$ cat src/rtl/bus_arbiter.sv
// Round-robin N-master to 1-slave arbiter for the valid/ready memory bus.
// The grant is held for a whole transfer; a watchdog completes hung transfers with ERROR_DATA.
module bus_arbiter #(
    parameter int N_MASTERS  = 2,
    parameter int ADDR_WIDTH = 32,
    parameter int DATA_WIDTH = 32,
    parameter int TIMEOUT    = 255,
    parameter logic [DATA_WIDTH-1:0] ERROR_DATA = '0
) (
    input  logic                              clk,
    input  logic                              reset,
    input  logic [N_MASTERS-1:0]              m_valid,
    input  logic [N_MASTERS*ADDR_WIDTH-1:0]   m_address,
    input  logic [N_MASTERS*DATA_WIDTH/8-1:0] m_wstrobe,
    input  logic [N_MASTERS*DATA_WIDTH-1:0]   m_wdata,
    output logic [N_MASTERS-1:0]              m_ready,
    output logic [DATA_WIDTH-1:0]             m_rdata,
    output logic                              m_irq,
    output logic                              s_valid,
    output logic [ADDR_WIDTH-1:0]             s_address,
    output logic [DATA_WIDTH/8-1:0]           s_wstrobe,
    output logic [DATA_WIDTH-1:0]             s_wdata,
    input  logic                              s_ready,
    input  logic [DATA_WIDTH-1:0]             s_rdata,
    input  logic                              s_irq,
    output logic                              timeout
);
    localparam int SW = DATA_WIDTH / 8;
    localparam int GW = $clog2(N_MASTERS);
    localparam int CW = (TIMEOUT > 0) ? $clog2(TIMEOUT + 1) : 1;

    localparam logic [0:0] S_IDLE = 1'b0;
    localparam logic [0:0] S_BUSY = 1'b1;

    localparam logic [CW-1:0] CNT_LAST = CW'(TIMEOUT - 1);
    localparam logic [CW-1:0] CNT_MAX  = '1;

    logic [0:0]    state_q, state_d;
    logic [GW-1:0] g_q, g_d;
    logic [GW-1:0] last_q, last_d;
    logic [CW-1:0] cnt_q, cnt_d;

    logic [GW-1:0] pick;
    logic          busy, granted_valid, done_ok, to_fire;

    assign m_irq = s_irq;

    // Reset gates the outputs so a transfer caught mid-flight never completes.
    assign busy          = (state_q == S_BUSY) && !reset;
    assign granted_valid = m_valid[g_q];
    assign s_valid       = busy && granted_valid;
    assign done_ok       = s_valid && s_ready;
    assign to_fire       = s_valid && !s_ready && (TIMEOUT != 0) && (cnt_q == CNT_LAST);
    assign timeout       = to_fire;

    // Scan last+1, last+2, ... so the previous owner is considered last.
    always_comb begin
        int sum;
        pick = last_q;
        for (int k = N_MASTERS; k >= 1; k--) begin
            sum = int'(last_q) + k;
            if (sum >= N_MASTERS) sum = sum - N_MASTERS;
            if (m_valid[GW'(sum)]) pick = GW'(sum);
        end
    end

    always_comb begin
        s_address = '0;
        s_wstrobe = '0;
        s_wdata   = '0;
        if (s_valid) begin
            s_address = m_address[g_q*ADDR_WIDTH +: ADDR_WIDTH];
            s_wstrobe = m_wstrobe[g_q*SW +: SW];
            s_wdata   = m_wdata[g_q*DATA_WIDTH +: DATA_WIDTH];
        end
    end

    always_comb begin
        m_ready = '0;
        if (done_ok || to_fire) m_ready[g_q] = 1'b1;
        if (done_ok)      m_rdata = s_rdata;
        else if (to_fire) m_rdata = ERROR_DATA;
        else              m_rdata = '0;
    end

    always_comb begin
        state_d = state_q;
        g_d     = g_q;
        last_d  = last_q;
        cnt_d   = cnt_q;
        case (state_q)
            S_IDLE: begin
                if (|m_valid) begin
                    state_d = S_BUSY;
                    g_d     = pick;
                    cnt_d   = '0;
                end
            end
            S_BUSY: begin
                // Dropped valid aborts silently; completion and timeout both hand over.
                if (!granted_valid || done_ok || to_fire) begin
                    state_d = S_IDLE;
                    last_d  = g_q;
                end else if (cnt_q != CNT_MAX) begin
                    cnt_d = cnt_q + 1'b1;
                end
            end
            default: state_d = S_IDLE;
        endcase
    end

    always_ff @(posedge clk) begin
        if (reset) begin
            state_q <= S_IDLE;
            g_q     <= '0;
            last_q  <= GW'(N_MASTERS - 1);
            cnt_q   <= '0;
        end else begin
            state_q <= state_d;
            g_q     <= g_d;
            last_q  <= last_d;
            cnt_q   <= cnt_d;
        end
    end
endmodule

$ cat config.mk
export PLATFORM = sky130hd
export DESIGN_NAME = bus_arbiter
export DESIGN_NICKNAME = d
export VERILOG_FILES = /design/src/rtl/bus_arbiter.sv
export SDC_FILE = /design/constraint.sdc
export NUM_CORES = 1
export LEC_CHECK = 0
export CAP_MARGIN = 25
export CORE_AREA = 2 2 109 111
export CTS_BUF_LIST = sky130_fd_sc_hd__clkbuf_4
export CTS_CLUSTER_SIZE = 20
export DETAILED_ROUTE_END_ITERATION = 12
export DIE_AREA = 0 0 111 113
export HOLD_SLACK_MARGIN = 0.02
export SLEW_MARGIN = 20
export SYNTH_ARGS = -nofsm -noshare
export SYNTH_HDL_FRONTEND = slang
export SYNTH_SLANG_ARGS = --single-unit
$ cat constraint.sdc
create_clock -name clk -period 4.95 [get_ports clk]
set_clock_uncertainty 0.15 [all_clocks]
set_input_delay 1.2375 -clock clk [delete_from_list [all_inputs] [get_ports clk]]
set_output_delay 1.2375 -clock clk [all_outputs]
set_load 0.005 [all_outputs]
==> Word-level counts from Yosys, hierarchy flattened <==
Cells that the tools add are included.
W data, S select, Z words.
{ "word_totals": {"reg_bits": 11, "input_bits": 174, "out_inout_bits": 105, "word_cells": 64} }
{ "op_classes": {"n_addsub": 5, "order_cmp": 6, "eq_ne": 5, "n_shift": 3, "n_mux": 24, "n_bitwise": 1, "n_reduce_logical": 16} }
{ "op_table": {"columns": ["cell", "n"], "rows": [
  ["$shiftx A64 B7 Y32", 2],
  ["$mux W32", 3],
  ["$mux W8", 3],
  ["$pmux W8 S2", 1],
  ["$mux W1", 13],
  ["$add A8 B1 Y8 const B", 1],
  ["$eq A8 B8 Y1 const B", 1],
  ["$ne A8 B8 Y1 const B", 1],
  ["$shiftx A8 B4 Y4", 1],
  ["$logic_and A1 B1 Y1", 6],
  ["$lt A1 B3 Y1 const B", 2],
  ["$mux W4", 1],
  ["$ne A2 B2 Y1 const B", 2],
  ["$reduce_and A2 Y1", 2],
  ["$add A1 B2 Y3 const B", 1],
  ["$ge A3 B2 Y1 const B", 1],
  ["$logic_not A1 Y1", 3],
  ["$logic_or A1 B1 Y1", 3],
  ["$reduce_and A3 Y1", 1],
  ["$add A1 B1 Y2 const B", 1],
  ["$ge A2 B2 Y1 const B", 1],
  ["$lt A1 B2 Y1 const B", 1],
  ["$mux W2", 1],
  ["$ne A2 B1 Y1 const B", 1],
  ["other kinds (6)", 7]
]} }

==> Longest topological paths before layout <==
{ "depth": {"word_depth": 8, "mapped_depth": 7, "ltp_nobuf": 7} }

==> Worst setup path after synthesis <==
Ideal clock, no wire load.
{ "synth_timing": {"path_kind": "input to output", "from": "in reset", "to": "out m_rdata[10]", "arrival_ns": 2.281, "required_time_ns": 3.563, "setup_slack_ns": 1.282, "path_stages": 6, "path_buffers": 2, "path_cell_list": "nand2b_1 or2_2 buf_2 inv_2 clkbuf_1 and3_1"} }
{ "synth_via": {"elab_chain_len": 5} }
{ "synth_rtl": {"columns": ["element", "line_no", "text"], "rows": [
  ["from (decl)", "11", "input logic reset,"],
  ["$logic_not A1 Y1", "49", "assign busy = (state_q == S_BUSY) && !reset;"],
  ["$logic_and A1 B1 Y1", "49", null],
  ["$logic_and A1 B1 Y1", "51", "assign s_valid = busy && granted_valid;"],
  ["$logic_and A1 B1 Y1", "52", "assign done_ok = s_valid && s_ready;"],
  ["$mux W32", "81", "if (done_ok) m_rdata = s_rdata;"],
  ["to (decl)", "17", "output logic [DATA_WIDTH-1:0] m_rdata,"]
]} }
Every way passes these cells.

==> Worst setup path in the final report <==
{ "layout_timing": {"from": "in reset", "to": "out m_ready[1]"} }
{ "layout_via": {"elab_chain_len": 7, "word_cells_on_any_way": 8, "cone_classes": "mux (1); reduce/logical (7)"} }
{ "layout_rtl": {"columns": ["element", "line_no", "text"], "rows": [
  ["$logic_not A1 Y1 *", "49", null],
  ["$logic_and A1 B1 Y1 *", "49", null],
  ["$logic_and A1 B1 Y1 *", "51", null],
  ["$logic_and A1 B1 Y1 (2 in a row)", "53", "assign to_fire = s_valid && !s_ready && (TIMEOUT != 0) && (cnt_q == CNT_LAST);"],
  ["$logic_or A1 B1 Y1 *", "80", "if (done_ok || to_fire) m_ready[g_q] = 1'b1;"],
  ["$mux W2 *", "80", null],
  ["to (decl)", "16", "output logic [N_MASTERS-1:0] m_ready,"]
]} }
Every way passes the cells marked *; elsewhere a longest branch is shown, timed or not.

==> reports/results.ini <==
[drt]
vias = 3079
firstDrtPassIters = 4
final_antenna_net_count = 0
dr.first_iter.drc_count = 103
wl_per_cell_um = 16.6
drt_wl_total_um = 11400
vias_per_cell = 4.48
drc = 0

[worst_setup_path]
r2r_start = g_q$_SDFFE_PP0P_
startpoint = reset
reg2reg_depth = 6
slowest_delay_ns = 0.53
path_buf_inv = 3
crit_cells = 6
crit_required_ns = 3.56
cp_cell_sequence = clkdlybuf4s50_1, nand2b_1, or2_2, buf_4, nor3b_1, clkdlybuf4s50_1
crit_family = buffers and inverters
rr_endpoint = cnt_q[6]$_SDFFE_PP0P_
endpoint = m_ready[1]
path_max_fanout = 70
cp_slowest_cell = clkdlybuf4s50_1
crit_arrival_ns = 3.35
rrSetupSlack_ns = 2.58
path_common_cell = clkdlybuf4s50_1
start_kind = input port
end_kind = output port
crit_type = in -> out

[timing]
final.min_clock_period_ns = 4.73
maxSlewViolCount = 0
setup_tns_ns = 0
fmax_ghz = 0.211
fin_crit_sh_pct = 95.6
setup_violations = 0
tightest_slew_ns = 0.711
hold_viol = 0
rsz0062_at_grt = no
slew_headroom_pct = 52.6

[logic_synthesis]
synth_cells = 283
synth.distinct_cells = 43
synthTopCellsByArea = mux2i_1 (35%), nor2_1 (14%), dfxtp_1 (11%)
synth-edff-count = 0
ys_seq_elements = 11
synth_flop_cell = dfxtp_1
synth_warnings = 0
synth-xor-area-share_pct = 0
ys_top_cells_by_count = nor2_1 (75), mux2i_1 (69), and3_1 (32), clkbuf_1 (16), dfxtp_1 (11)
synth_top_cell_by_area = mux2i_1
synth_mux_area_share_pct = 36.1
ys_async_sr_fraction_pct = 0
yosysTopAreaCellShare_pct = 34.7
yosysMostFrequentCell = nor2_1
syn_nets = 459
syn-cell-area_um2 = 1990
synthAdderAreaFrac_pct = 1.26
synth_compound_area_share_pct = 10.6
synthSimpleGateAreaFrac_pct = 34.9
synth_top_family_by_area = multiplexers
ys_seq_area_share_pct = 11.1
postSynthAreaPerCell_um2 = 7.03

[placed_design]
io_buffers = 276
place.gp.congestion = 0.815
dpl.hpwl_um = 9430

[clock_network]
cts_tree = yes
htree_levels = 1
path_clk_slew_ns = 0.07
cts-buffers-inserted = 3
ctsResizeCount = 0
insertion_delay_ns = 0.28
cts_sinks = 11
post-cts-setup-buffer-count = 0
clockRootBuffer = clkbuf_4
cts_hold_buf = 0
clock_path_buffers = 2

[finish]
area.growth.synth_to_final_pct = 147
drive_gt1_share_pct = 4.41
multi_input_area_um2 = 1650
fin_nets = 721
seq_area_um2 = 224
antenna_cells = 0
fillers = 1148

[global_routing]
antenna_found_initial = 0
grt_pass1_wl_um = 17200
grt_start_max_net_pins = 71
grt_usage_pct = 16.9
overflow = 0
grt_pass1_vias = 3061

[run]
drv_cap = 0

[die]
row_count = 39
fp.dieW_um = 111
placeableCoreArea_um2 = 11300
die_area_um2 = 12500
io_pins = 279
start_util_pct = 17.6
die_h_um = 113

[power]
p_per_area_nw_per_um2 = 105
power_mw = 0.513
leakage_nw = 1.88
peakVddDrop_mv = 0.0530

[min_path]
min_path_type = reg -> reg
hold_depth = 1

[status]
status = finished clean

[worst min path at each step]
stage,start,endpoint
detailed placement,last_q$_SDFFE_PP1P_,last_q$_SDFFE_PP1P_
finish,last_q$_SDFFE_PP1P_,last_q$_SDFFE_PP1P_
CTS,last_q$_SDFFE_PP1P_,last_q$_SDFFE_PP1P_
floorplan,last_q$_SDFFE_PP1P_,last_q$_SDFFE_PP1P_
global route,last_q$_SDFFE_PP1P_,last_q$_SDFFE_PP1P_
global placement,last_q$_SDFFE_PP1P_,last_q$_SDFFE_PP1P_
[final cells by class]
class	count	area share (%)
clock buffer	3	0.459
clock inverter	1	0.102
inverter	4	0.306
multi-input combinational	242	33.6
sequential	11	4.56
tap	143	3.65
timing repair buffer	283	57.4
[per-layer routing]
layer	routed length, um	share of wire [%]	up-vias	global-route usage, %
met2	5700	50	170	31.4
met1	4720	41	1379	20.5
li1	-	-	1521	-
met3	866	7.6	9	3.80
met5	0	0	-	0
met4	110	0.96	0	2.58
[per-stage QoR]
| step | setup WS, ns | utilization [%] | area, um^2 | instances | hold WS [ns] |
|---|---|---|---|---|---|
| 2_1_floorplan | 1.28 | - | 1990 | 283 | 0.303 |
| 3_3_place_gp | 0.237 | 43.3 | 4880 | 683 | 0.312 |
| 3_5_place_dp | 0.229 | 43.3 | 4880 | 683 | 0.326 |
| 4_1_cts | 0.224 | 43.5 | 4910 | 687 | 0.343 |
| 5_1_grt | 0.114 | 43.5 | 4910 | 687 | 0.390 |
| 6_report | 0.217 | 43.5 | 4910 | 687 | 0.347 |
[layout by cell type (no fill, tap or decap), types with 2 or more instances in the layout]
cell type / instances
buf_4: 7
clkbuf_4: 3
dfxtp_1: 10
a21o_1: 3
nor2_1: 75
ha_1: 2
nand2b_1: 2
nand3_1: 3
inv_1: 3
nor3_1: 6
o21ai_0: 4
a21oi_1: 8
nor2b_1: 2
and4b_1: 2
a211o_1: 2
nand4_1: 3
mux2i_1: 69
and3_1: 32
clkdlybuf4s50_1: 276
nand2_1: 8
[flip-flops by register name, indices dropped and copies added, names as in the netlist]
signal,flops
cnt_q,8
g_q,1
last_q,1
state_q,1
[where the power goes]
| part | total (mW) | internal, mW | switching, mW |
|---|---|---|---|
| combinational | 0.337 | 0.224 | 0.113 |
| clock | 0.0643 | 0.0300 | 0.0343 |
| sequential | 0.112 | 0.0918 | 0.0200 |
| total | 0.513 | 0.346 | 0.167 |
[cells by family (layout without fill, tap and decap cells)]
kind of cell | Yosys count | count (layout)
simple gates | 143 | 143
mux | 71 | 71
buf+inv | 30 | 291
compound gates | 26 | 26
flops | 11 | 11
fa+ha+maj | 2 | 2
(Power assumes the default switching activity.)
